$ cat config.mk
export PLATFORM = sky130hd
export DESIGN_NAME = ccx_emem_bridge
export DESIGN_NICKNAME = d
export VERILOG_FILES = /design/src/rtl/ccx_emem_bridge.sv
export SDC_FILE = /design/constraint.sdc
export NUM_CORES = 1
export LEC_CHECK = 0
export ABC_CLOCK_PERIOD_IN_PS = 2400
export CAP_MARGIN = 20
export CORE_MARGIN = 10
export CORE_UTILIZATION = 50
export CTS_BUF_LIST = sky130_fd_sc_hd__clkbuf_8
export DETAILED_ROUTE_END_ITERATION = 8
export DONT_BUFFER_PORTS = 1
export PLACE_DENSITY = 0.67
export SLEW_MARGIN = 40
export SYNTH_ARGS = -nofsm -noshare
export SYNTH_HDL_FRONTEND = slang
export SYNTH_SLANG_ARGS = --single-unit
$ cat constraint.sdc
create_clock -name g_clk -period 2.4 [get_ports g_clk]
set_input_delay 0.36 -clock g_clk [delete_from_list [all_inputs] [get_ports g_clk]]
set_output_delay 0.36 -clock g_clk [all_outputs]
set_load 0.005 [all_outputs]
$ cat src/rtl/ccx_emem_bridge.sv
// ccx_emem_bridge: core-complex external memory port to decoupled external bus.
// The core request is captured, issued on a valid/ready channel, and its
// response is collected from a valid-only channel of arbitrary latency. The
// core sees emem_gnt only once the response is in hand; rdata/err follow one
// cycle after gnt. A watchdog turns a hung access into a bus error and, if
// the request had already been accepted, swallows the late response.
//
// state | meaning
// IDLE  | waiting for emem_req; captures the request fields
// ISSUE | ext_req_valid high until ext_req_ready (or watchdog)
// WAIT  | request accepted, waiting for ext_rsp_valid (or watchdog)
// GRANT | one-cycle emem_gnt; response moves to emem_rdata/emem_err
// DRAIN | abandoned access still owes one response; discard it
module ccx_emem_bridge #(
  parameter int AW      = 39,
  parameter int DW      = 64,
  parameter int TIMEOUT = 1024
) (
  input  logic            g_clk,
  input  logic            g_reset,
  input  logic            emem_req,
  input  logic [AW-1:0]   emem_addr,
  input  logic            emem_wen,
  input  logic [DW/8-1:0] emem_strb,
  input  logic [DW-1:0]   emem_wdata,
  output logic            emem_gnt,
  output logic            emem_err,
  output logic [DW-1:0]   emem_rdata,
  output logic            ext_req_valid,
  input  logic            ext_req_ready,
  output logic [AW-1:0]   ext_req_addr,
  output logic            ext_req_wen,
  output logic [DW/8-1:0] ext_req_strb,
  output logic [DW-1:0]   ext_req_wdata,
  input  logic            ext_rsp_valid,
  input  logic            ext_rsp_err,
  input  logic [DW-1:0]   ext_rsp_rdata,
  output logic            busy
);

  localparam int TW = $clog2(TIMEOUT) + 1;
  localparam logic [TW-1:0] TC = TW'(TIMEOUT - 1);

  typedef enum logic [2:0] {
    IDLE  = 3'd0,
    ISSUE = 3'd1,
    WAIT  = 3'd2,
    GRANT = 3'd3,
    DRAIN = 3'd4
  } state_t;

  state_t        state;
  logic [TW-1:0] timer;
  logic          drop;
  logic          rsp_err;
  logic [DW-1:0] rsp_rdata;
  logic          timer_tc;

  // Watchdog terminal count; the timer saturates here.
  assign timer_tc = (timer == TC);

  // Bridge sequencer with registered core-side and bus-side outputs.
  always_ff @(posedge g_clk) begin
    if (g_reset) begin
      state         <= IDLE;
      timer         <= '0;
      drop          <= 1'b0;
      rsp_err       <= 1'b0;
      rsp_rdata     <= '0;
      emem_gnt      <= 1'b0;
      emem_err      <= 1'b0;
      emem_rdata    <= '0;
      ext_req_valid <= 1'b0;
      ext_req_addr  <= '0;
      ext_req_wen   <= 1'b0;
      ext_req_strb  <= '0;
      ext_req_wdata <= '0;
      busy          <= 1'b0;
    end else begin
      case (state)
        IDLE: begin
          if (emem_req) begin
            ext_req_addr  <= emem_addr;
            ext_req_wen   <= emem_wen;
            ext_req_strb  <= emem_strb;
            ext_req_wdata <= emem_wdata;
            ext_req_valid <= 1'b1;
            timer         <= '0;
            busy          <= 1'b1;
            state         <= ISSUE;
          end
        end

        ISSUE: begin
          if (!timer_tc) timer <= timer + 1'b1;
          if (ext_req_ready) begin
            ext_req_valid <= 1'b0;
            state         <= WAIT;
          end else if (timer_tc) begin
            // Never accepted: nothing is owed, so no drain afterwards.
            ext_req_valid <= 1'b0;
            rsp_err       <= 1'b1;
            rsp_rdata     <= '0;
            emem_gnt      <= 1'b1;
            state         <= GRANT;
          end
        end

        WAIT: begin
          if (!timer_tc) timer <= timer + 1'b1;
          if (ext_rsp_valid) begin
            rsp_err   <= ext_rsp_err;
            rsp_rdata <= ext_rsp_rdata;
            emem_gnt  <= 1'b1;
            state     <= GRANT;
          end else if (timer_tc) begin
            rsp_err   <= 1'b1;
            rsp_rdata <= '0;
            drop      <= 1'b1;
            emem_gnt  <= 1'b1;
            state     <= GRANT;
          end
        end

        GRANT: begin
          emem_gnt   <= 1'b0;
          emem_rdata <= rsp_rdata;
          emem_err   <= rsp_err;
          if (drop) begin
            timer <= '0;
            state <= DRAIN;
          end else begin
            busy  <= 1'b0;
            state <= IDLE;
          end
        end

        DRAIN: begin
          if (ext_rsp_valid || timer_tc) begin
            drop  <= 1'b0;
            busy  <= 1'b0;
            state <= IDLE;
          end else begin
            timer <= timer + 1'b1;
          end
        end

        default: begin
          state         <= IDLE;
          emem_gnt      <= 1'b0;
          ext_req_valid <= 1'b0;
          drop          <= 1'b0;
          busy          <= 1'b0;
        end
      endcase
    end
  end

endmodule

==> impl_metrics.py, run 1 <==
metrics = {
    "routing": {
        "drc": 0,
        "vias": 8375,
        "wl_um": 30800,
        "vias_per_cell": 5.53,
        "dr.first_iter.drc_count": 603,
        "drt_first_pass_iters": 5,
        "ant_nets": 0,
        "routedWlPerCell_um": 20.3,
    },
    "sta": {
        "hold_viol_final": 0,
        "setup_violations": 0,
        "period_needed_ps": 2360,
        "worst_pin_slew_ps": 755,
        "timing.fmax_mhz": 423,
        "drv_slew": 0,
        "slew_headroom_pct": 49.7,
        "post-route-period-util_pct": 98.4,
        "tns_ps": 0,
        "fin_skew_ps": 26.7,
    },
    "logic_synthesis": {
        "async_flop_share_pct": 0,
        "avgSynthCellArea_um2": 8.27,
        "yosysTopAreaCellShare_pct": 55.9,
        "yosys.area.top_type": "dfxtp_1",
        "synthCells": 1126,
        "synth_area_leaders": "dfxtp_1, nand2_1, a21oi_1",
        "yosys.cell_types.count": 48,
        "synth_edf_count": 0,
        "synth_area_um2": 9310,
        "ys_seq_area_share_pct": 55.9,
        "synth_ff_type": "dfxtp_1",
        "yosysWarnings": 0,
        "syn_nets": 1309,
        "ys_seq_elements": 260,
    },
    "power": {
        "pwr_density_cell_nw_per_um2": 781,
        "switchingPower_mw": 2.30,
        "irDropWorstVdd_v": 0.000509,
        "leakage_nw": 4.44,
        "power.share.combinational_pct": 9.2,
        "clkPwrFrac_pct": 40.9,
        "power.total_mw": 9.31,
        "pwr-share-seq_pct": 49.9,
        "internal_power_mw": 7.01,
        "switching_share_pct": 24.7,
    },
    "hold_path": {
        "worstHoldPathType": "in2reg",
    },
    "status": {
        "status": "completed",
    },
    "floorplanning": {
        "die_w_um": 156,
        "die_area_um2": 24500,
        "fp-row-count": 49,
        "die_y_um": 156,
        "pin_count": 362,
        "coreArea_um2": 18100,
        "start_util_pct": 51.3,
    },
    "clock_network": {
        "post_cts.repair.setup_buffers": 0,
        "cts_sinks": 260,
        "cts_buffers": 42,
        "cts.path.max_buffers": 3,
        "clock_latency_ps": 540,
        "cts_root_buffer": "clkbuf_8",
        "clk_pin_slew_ps": 70,
        "cts_tree": "built",
        "htreeDepth": 2,
    },
    "global_route": {
        "grt_pass1_wl_um": 40500,
        "busiest_layer": "met2",
        "met1_usage_pct": 22.8,
        "grt_use_met3_pct": 9.98,
        "grt_use_total_pct": 20.5,
        "grt.overflow.total": 0,
        "antenna_found_initial": 2,
        "use_met2_pct": 33.7,
        "grt_max_degree": 260,
        "grt_pass1_vias": 6886,
    },
    "layout": {
        "final_net_count": 1435,
        "area_growth_pct": 28.0,
        "fillers": 1420,
        "drive_gt1_share_pct": 8.11,
        "final-seq-area_um2": 5210,
        "multi_input_area_um2": 3690,
    },
    "job": {
        "maxCapViolCount": 0,
    },
    "worst_setup_path": {
        "critPathKind": "reg2reg",
        "cp_cell_sequence": "inv_1 -> nand3_4 -> buf_4 -> nand2_1 -> a21oi_1 -> dlygate4sd3_1",
        "crit_fanout": 26,
        "cp-end-kind": "register",
        "path_buf_inv": 3,
        "critical_path.top_delay_family": "buffers and inverters",
        "slowest_delay_ps": 570,
        "cp_data_required_time_ps": 2890,
        "arrival_ps": 2860,
        "cp_slowest_cell": "dlygate4sd3_1",
        "startpoint_type": "register",
    },
    "placed_design": {
        "io_buffer_count": 0,
        "place.gp.congestion": 0.847,
        "dp_hpwl_um": 18700,
    },
}
==> power by group through the flow <==
stage	Sequential (mW)	Clock (mW)	Combinational, mW
2_1_floorplan	4.67	0	0.487
3_3_place_gp	4.74	0	0.522
3_5_place_dp	4.74	0	0.535
4_1_cts	4.64	3.89	0.580
5_1_grt	4.66	4.12	0.938
6_report	4.65	3.81	0.852
==> sequential cells by signal, indices dropped and copies added, names as in the netlist <==
signal	flops
busy	1
drop	1
emem_err	1
emem_gnt	1
emem_rdata	64
ext_req_addr	39
ext_req_strb	8
ext_req_valid	1
ext_req_wdata	64
ext_req_wen	1
rsp_err	1
rsp_rdata	64
state	3
timer	11
==> synthesized netlist by cell type (4+ instances only) <==
cell	n
a21oi_1	185
a22oi_1	65
a32o_1	4
buf_2	36
clkbuf_1	49
dfxtp_1	260
inv_1	11
nand2_1	363
nand3_1	8
nor2_1	73
nor3_1	10
o21ai_0	7
==> placed cells by master, fill, tap and decap left out, types with 3 or more instances in the layout <==
cell type      Yosys  layout
dfxtp_1          260     257
a22oi_1           65      65
dlygate4sd3_1      0     154
nand4_1            3       3
inv_1             11      24
nand3_1            8       6
clkbuf_8           0      58
dfxtp_2            0       3
nand2_1          363     363
a21oi_1          185     185
nor3_1            10      10
a32o_1             4       4
o31ai_1            3       3
buf_4              3       9
nor2_1            73      71
nor2_4             1       3
a22o_1             3       3
o21ai_0            7       7
buf_12             0       7
nor2b_1            3       3
==> layer usage <==
metal  part of all wire (%)  up-vias
met5                      0        -
met4                    3.4        0
met3                     12       67
met2                     49      420
met1                     36     3867
li1                       -     4021
==> metrics by stage <==
step	hold WS (ps)	utilization (%)	cell area [um2]	cells	setup slack [ps]
finish	0.213	65.7	11900	1514	37.4
detailed placement	440	51.9	9420	1280	313
CTS	-128	58.4	10600	1385	17.7
global route	-23.9	65.7	11900	1514	-46.1
global placement	436	51.9	9420	1280	380
floorplan	432	-	9310	1126	509
==> cell families after synthesis <==
| kind of cell | Yosys count | share of synthesized area [%] |
|---|---|---|
| compound gates | 290 | 18.9 |
| fa+ha+maj | 1 | 0.134 |
| buf+inv | 103 | 4.84 |
| flops | 260 | 55.9 |
| simple gates | 472 | 20.2 |
==> area by class of cell <==
class / count / area share [%]
flip-flops and latches: 260 / 43.7
diodes: 2 / 0.0420
multi-input cells: 763 / 31.0
clock buffers: 58 / 6.70
inverters: 13 / 0.409
repair buffers: 172 / 15.1
clock inverters: 17 / 0.619
well taps: 229 / 2.40
==> path summary, 6_finish.rpt <==
check,startpoint,to,slack [ps],depth (start not counted)
worst max register to register,state[2],ext_req_strb[7],40,6
worst min-delay path,ext_rsp_rdata[24],rsp_rdata[24],0.2,2
worst max-delay path,state[2],ext_req_strb[7],40,6
worst min register to register,rsp_rdata[13],emem_rdata[13],450,2
==> timing repair <==
action | 4_1_cts | 5_1_grt
hold buffers | 30 | 127
gates resized for setup | 0 | 4
setup endpoints to repair | 0 | 23
endpoints found under the hold margin | 253 | 144
Note: power is estimated with default switching activity, not from simulation.
==> run 2, diff against run 1 <==
--- a/config.mk
+++ b/config.mk
@@ -8,11 +8,11 @@
 export ABC_CLOCK_PERIOD_IN_PS = 2400
 export CAP_MARGIN = 20
 export CORE_MARGIN = 10
-export CORE_UTILIZATION = 50
-export CTS_BUF_LIST = sky130_fd_sc_hd__clkbuf_8
+export CORE_UTILIZATION = 55
+export CTS_BUF_LIST = sky130_fd_sc_hd__clkbuf_2 sky130_fd_sc_hd__clkbuf_4 sky130_fd_sc_hd__clkbuf_8
 export DETAILED_ROUTE_END_ITERATION = 8
 export DONT_BUFFER_PORTS = 1
-export PLACE_DENSITY = 0.67
+export PLACE_DENSITY = 0.72
 export SLEW_MARGIN = 40
 export SYNTH_ARGS = -nofsm -noshare
 export SYNTH_HDL_FRONTEND = slang
==> run 2 against run 1 <==
  * Power decreased by 0.95%
  * Combinational power increased by 5.0%
  * Via count increased by 4.6%
  * Fmax increased by 3.0%
  * Critical endpoint is now rsp_rdata[5]
  * Die area decreased by 8.0%
  * Sequential share of layout area decreased by 1.5 points
  * Clock skew decreased by 3.9 ps
  * Global-route usage increased by 5.6 points
  * First-iteration DRC count decreased by 6.1%
  * Cell count increased by 2.2%
  * Non-clock buffer count increased by 50
  * Largest cell class unchanged
==> impl_metrics.py, run 2 (synthesis gave the netlist of run 1 again) <==
metrics = {
    "routing": {
        "vias": 8760,
        "ant_nets": 0,
        "wl_um": 31300,
        "dr.first_iter.drc_count": 566,
        "drt_first_pass_iters": 5,
        "vias_per_cell": 5.66,
        "routedWlPerCell_um": 20.2,
        "drc": 0,
    },
    "worst_setup_path": {
        "path_buf_inv": 1,
        "critPathKind": "reg2reg",
        "arrival_ps": 2700,
        "slowest_delay_ps": 570,
        "cp_data_required_time_ps": 2800,
        "cp-end-kind": "register",
        "cp_slowest_cell": "dlygate4sd3_1",
        "cp_cell_sequence": "and4_1 -> o2111ai_1 -> a21o_4 -> a22oi_1 -> nor2_1 -> dlygate4sd3_1",
        "critical_path.top_delay_family": "compound AO/OA/AOI/OAI gates",
        "crit_fanout": 15,
        "startpoint_type": "register",
    },
    "sta": {
        "timing.fmax_mhz": 436,
        "worst_pin_slew_ps": 547,
        "drv_slew": 0,
        "post-route-period-util_pct": 95.5,
        "hold_viol_final": 0,
        "period_needed_ps": 2290,
        "fin_skew_ps": 22.8,
        "setup_violations": 0,
        "grt_setup_unrepaired": "false",
        "tns_ps": 0,
        "slew_headroom_pct": 63.2,
    },
    "placed_design": {
        "dp_hpwl_um": 18700,
        "place.gp.congestion": 0.898,
        "io_buffer_count": 0,
    },
    "global_route": {
        "antenna_found_initial": 4,
        "grt_use_total_pct": 26.1,
        "grt_max_degree": 148,
        "grt.overflow.total": 0,
        "grt_pass1_wl_um": 47800,
        "grt_pass1_vias": 8894,
    },
    "layout": {
        "final_cell_mix": "nand2_1, dfxtp_1, dlygate4sd3_1",
        "drive_gt1_share_pct": 8.54,
        "layout_commonest_cell": "nand2_1",
        "reg_top3": "emem_rdata x64, ext_req_wdata x64, rsp_rdata x64",
        "final_net_count": 1484,
        "area_growth_pct": 32.6,
    },
    "status": {
        "status": "completed",
    },
    "floorplanning": {
        "die_y_um": 150,
        "start_util_pct": 56.1,
        "pin_count": 362,
        "die_area_um2": 22500,
        "die_w_um": 150,
        "coreArea_um2": 16600,
        "fp-row-count": 47,
    },
    "clock_network": {
        "cts_root_buffer": "clkbuf_8",
        "cts_sinks": 260,
        "cts.path.max_buffers": 3,
        "cts_tree": "built",
        "clock_latency_ps": 540,
        "htreeDepth": 2,
        "clk_pin_slew_ps": 60,
        "cts_buffers": 41,
    },
    "power": {
        "power.total_mw": 9.22,
        "pwr_density_cell_nw_per_um2": 747,
        "irDropWorstVdd_v": 0.000585,
        "leakage_nw": 4.83,
    },
    "hold_path": {
        "worstHoldPathType": "in2reg",
    },
    "job": {
        "maxCapViolCount": 0,
    },
}
-- run 2: cell types whose count changed in the layout (fill, tap and decap cells not counted), sizes merged --
cell,before,now
dlygate4sd3,154,198
buf,18,23
diode,2,4
bufinv,0,1
inv,26,15
clkinv,2,4
clkinvlp,2,1
-- run 2: worst register-to-register path, cell delays in order, from the launching register on --
cell,delay [ps]
dfxtp_1,390
and4_1,420
o2111ai_1,190
a21o_4,330
a22oi_1,190
nor2_1,70
dlygate4sd3_1,570
-- run 2: layout make-up --
| cell class | instances | area [um2] |
|---|---|---|
| clock buffers | 57 | 716 |
| repair buffers | 222 | 2310 |
| clock inverters | 8 | 75.1 |
| multi-input cells | 763 | 3700 |
| diodes | 4 | 10.0 |
| inverters | 13 | 48.8 |
| well taps | 220 | 275 |
| flip-flops and latches | 260 | 5210 |
| fillers | 1158 | 4240 |
-- run 2: final timing paths --
check	startpoint	end	slack [ps]	cells past startpoint
worst max-delay path	timer[5]	rsp_rdata[5]	110	6
worst min register to register	rsp_rdata[39]	emem_rdata[39]	450	2
worst min-delay path	emem_wdata[63]	ext_req_wdata[63]	20	2
worst max register to register	timer[5]	rsp_rdata[5]	110	6
-- run 2: routing by layer --
| metal | vias to the layer above | wire [um] | part of all wire, % | track usage [%] |
|---|---|---|---|---|
| met5 | - | 20 | 0.064 | 0 |
| met4 | 2 | 1460 | 4.7 | 14.1 |
| met2 | 450 | 15300 | 49 | 43.3 |
| met3 | 91 | 3730 | 12 | 10.8 |
| li1 | 4113 | - | - | - |
| met1 | 4104 | 10800 | 35 | 28.0 |
-- run 2: where the power goes --
group | switching [mW] | internal (mW)
Combinational | 0.445 | 0.450
Clock | 1.66 | 2.03
Sequential | 0.158 | 4.48
Total | 2.26 | 6.96
-- run 2: stage by stage --
| step | hold slack [ps] | worst slack (ps) | cells | instance area [um2] | util (%) |
|---|---|---|---|---|---|
| after global routing | 14.9 | 3.90 | 1546 | 12300 | 74.4 |
| after global placement | 436 | 471 | 1274 | 9470 | 57.1 |
| after floorplan | 432 | 509 | 1126 | 9310 | - |
| after detailed placement | 439 | 436 | 1274 | 9470 | 57.1 |
| final | 22.4 | 107 | 1547 | 12300 | 74.4 |
| after CTS | 7.91 | 54.9 | 1538 | 12300 | 74.0 |
-- run 2: what timing repair did --
action / CTS / global route
gates resized for setup: 0 / 5
endpoints found under the setup margin: 0 / 49
buffers inserted: 0 / 4
hold buffers: 199 / 0
endpoints found under the hold margin: 253 / 0
==> run 3, diff against run 2 <==
--- a/config.mk
+++ b/config.mk
@@ -5,7 +5,7 @@
 export SDC_FILE = /design/constraint.sdc
 export NUM_CORES = 1
 export LEC_CHECK = 0
-export ABC_CLOCK_PERIOD_IN_PS = 2400
+export ABC_CLOCK_PERIOD_IN_PS = 2600
 export CAP_MARGIN = 20
 export CORE_MARGIN = 10
 export CORE_UTILIZATION = 55
==> constraint.sdc (replaced) <==
create_clock -name g_clk -period 2.6 [get_ports g_clk]
set_input_delay 0.39 -clock g_clk [delete_from_list [all_inputs] [get_ports g_clk]]
set_output_delay 0.39 -clock g_clk [all_outputs]
set_load 0.005 [all_outputs]
==> run 3 against run 2 <==
  * Die area did not move
  * Count of clock-buffer cells in the layout rose by 6
  * Power fell by 8.5%
  * Register-to-register slack improved by 80 ps
  * Global-route usage fell by 1.5 points
  * Combinational power fell by 20%
  * Clock power fell by 6.5%
  * Clock skew fell by 9.4 ps
  * Flip-flop and latch count did not move
  * Critical path type unchanged
==> impl_metrics.py, run 3 (synthesis gave the netlist of run 1 again) <==
metrics = {
    "hold_path": {
        "min_path_cells": 2,
        "worstHoldPathType": "in2reg",
        "min_from": "emem_addr[19]",
        "min_to": "ext_req_addr[19]",
    },
    "clock_network": {
        "cts_sinks": 260,
        "cts.path.max_buffers": 3,
        "htreeDepth": 2,
        "clk_pin_slew_ps": 60,
        "cts_buffers": 41,
        "cts_tree": "built",
        "clock_latency_ps": 530,
        "cts_root_buffer": "clkbuf_8",
    },
    "layout": {
        "reg_top3": "emem_rdata x64, ext_req_wdata x64, rsp_rdata x64",
        "multi_input_area_um2": 3690,
        "final_cell_mix": "nand2_1, dfxtp_1, a21oi_1",
        "fillers": 1262,
        "final_cell_area_um2": 11600,
        "area_growth_pct": 24.5,
        "antenna_cells": 0,
        "drive_gt1_share_pct": 8.31,
        "final-seq-area_um2": 5210,
        "final_net_count": 1411,
        "layout_commonest_cell": "nand2_1",
    },
    "global_route": {
        "grt.overflow.total": 0,
        "grt_pass1_vias": 8009,
        "antenna_found_initial": 1,
        "grt_pass1_wl_um": 45000,
        "grt_max_degree": 136,
        "grt_use_total_pct": 24.7,
    },
    "placed_design": {
        "io_buffer_count": 0,
        "place.gp.congestion": 0.885,
        "dp_hpwl_um": 18300,
        "dpl_cell_area_um2": 9380,
        "post-place-ws_ps": 555,
    },
    "floorplanning": {
        "pin_count": 362,
        "die_area_um2": 22500,
        "start_util_pct": 56.1,
        "coreArea_um2": 16600,
        "die_w_um": 150,
        "die_y_um": 150,
        "fp-row-count": 47,
    },
    "sta": {
        "timing.fmax_mhz": 414,
        "post-route-period-util_pct": 92.9,
        "slew_headroom_pct": 59.9,
        "hold_viol_final": 0,
        "setup_ws_ps": 185,
        "tns_ps": 0,
        "fin_skew_ps": 13.4,
        "grt_setup_unrepaired": "false",
        "setup_violations": 0,
        "drv_slew": 0,
        "worst_pin_slew_ps": 601,
        "period_needed_ps": 2420,
    },
    "worst_setup_path": {
        "regToRegStartpoint": "timer[5]",
        "reg2reg_depth": 7,
        "r2r_setup_slack_ps": 180,
        "cp-end-kind": "register",
        "cp_data_required_time_ps": 3020,
        "critPathKind": "reg2reg",
        "arrival_ps": 2830,
        "startpoint": "timer[5]",
        "startpoint_type": "register",
        "crit_fanout": 53,
        "timing.rr.end": "rsp_rdata[21]",
    },
    "job": {
        "maxCapViolCount": 0,
    },
    "power": {
        "pwr_density_cell_nw_per_um2": 728,
        "irDropWorstVdd_v": 0.000484,
        "leakage_nw": 4.50,
    },
    "routing": {
        "drc": 0,
        "ant_nets": 0,
        "vias": 8300,
        "vias_per_cell": 5.64,
        "drt_first_pass_iters": 5,
        "routedWlPerCell_um": 20.1,
        "dr.first_iter.drc_count": 587,
        "wl_um": 29600,
    },
    "status": {
        "status": "completed",
    },
}
run 3: routing by layer:
metal	track usage, %	up-vias	wire (um)
met2	41.0	367	14700
li1	-	3971	-
met5	0	-	11
met3	11.2	54	3820
met4	9.86	2	875
met1	27.1	3906	10200
run 3: through the flow:
step	power (mW)	util [%]	cells	hold slack [ps]
5_1_grt	8.75	69.9	1472	5.94
3_5_place_dp	4.85	56.6	1268	438
2_1_floorplan	4.76	-	1126	432
4_1_cts	8.45	69.8	1470	3.83
3_3_place_gp	4.84	56.6	1268	432
6_report	8.43	69.9	1472	11.6
run 3: area by class of cell:
| type | count | share of cell area (%) |
|---|---|---|
| inverters | 13 | 0.421 |
| repair buffers | 149 | 13.4 |
| flip-flops and latches | 260 | 44.9 |
| clock buffers | 63 | 6.89 |
| clock inverters | 4 | 0.194 |
| well taps | 220 | 2.37 |
| multi-input cells | 763 | 31.8 |
run 3: how the worst max path moves through the flow:
stage          cells past startpoint             to
2_1_floorplan                      7       timer[5]
3_3_place_gp                       7       timer[5]
3_5_place_dp                       7       timer[5]
4_1_cts                            7  rsp_rdata[52]
5_1_grt                            7  rsp_rdata[21]
6_report                           7  rsp_rdata[21]
run 3: timing repair:
action	CTS	global route
resized for setup	0	2
endpoints found under the hold margin	250	0
setup buffers	0	2
setup endpoints to repair	0	34
hold buffers	135	0
run 3: critical path: stages, from the launching register on:
cell and delay, ps:
dfxtp_1 400, and4_2 370, o2111ai_1 130, a21o_2 350, buf_12 230, a22oi_1 160
nor2_1 70, dlygate4sd3_1 570
run 3: report_power, final:
group          internal, mW  switching (mW)
registers              4.14           0.138
logic                 0.324           0.388
clock network          1.94            1.51
total                  6.40            2.03
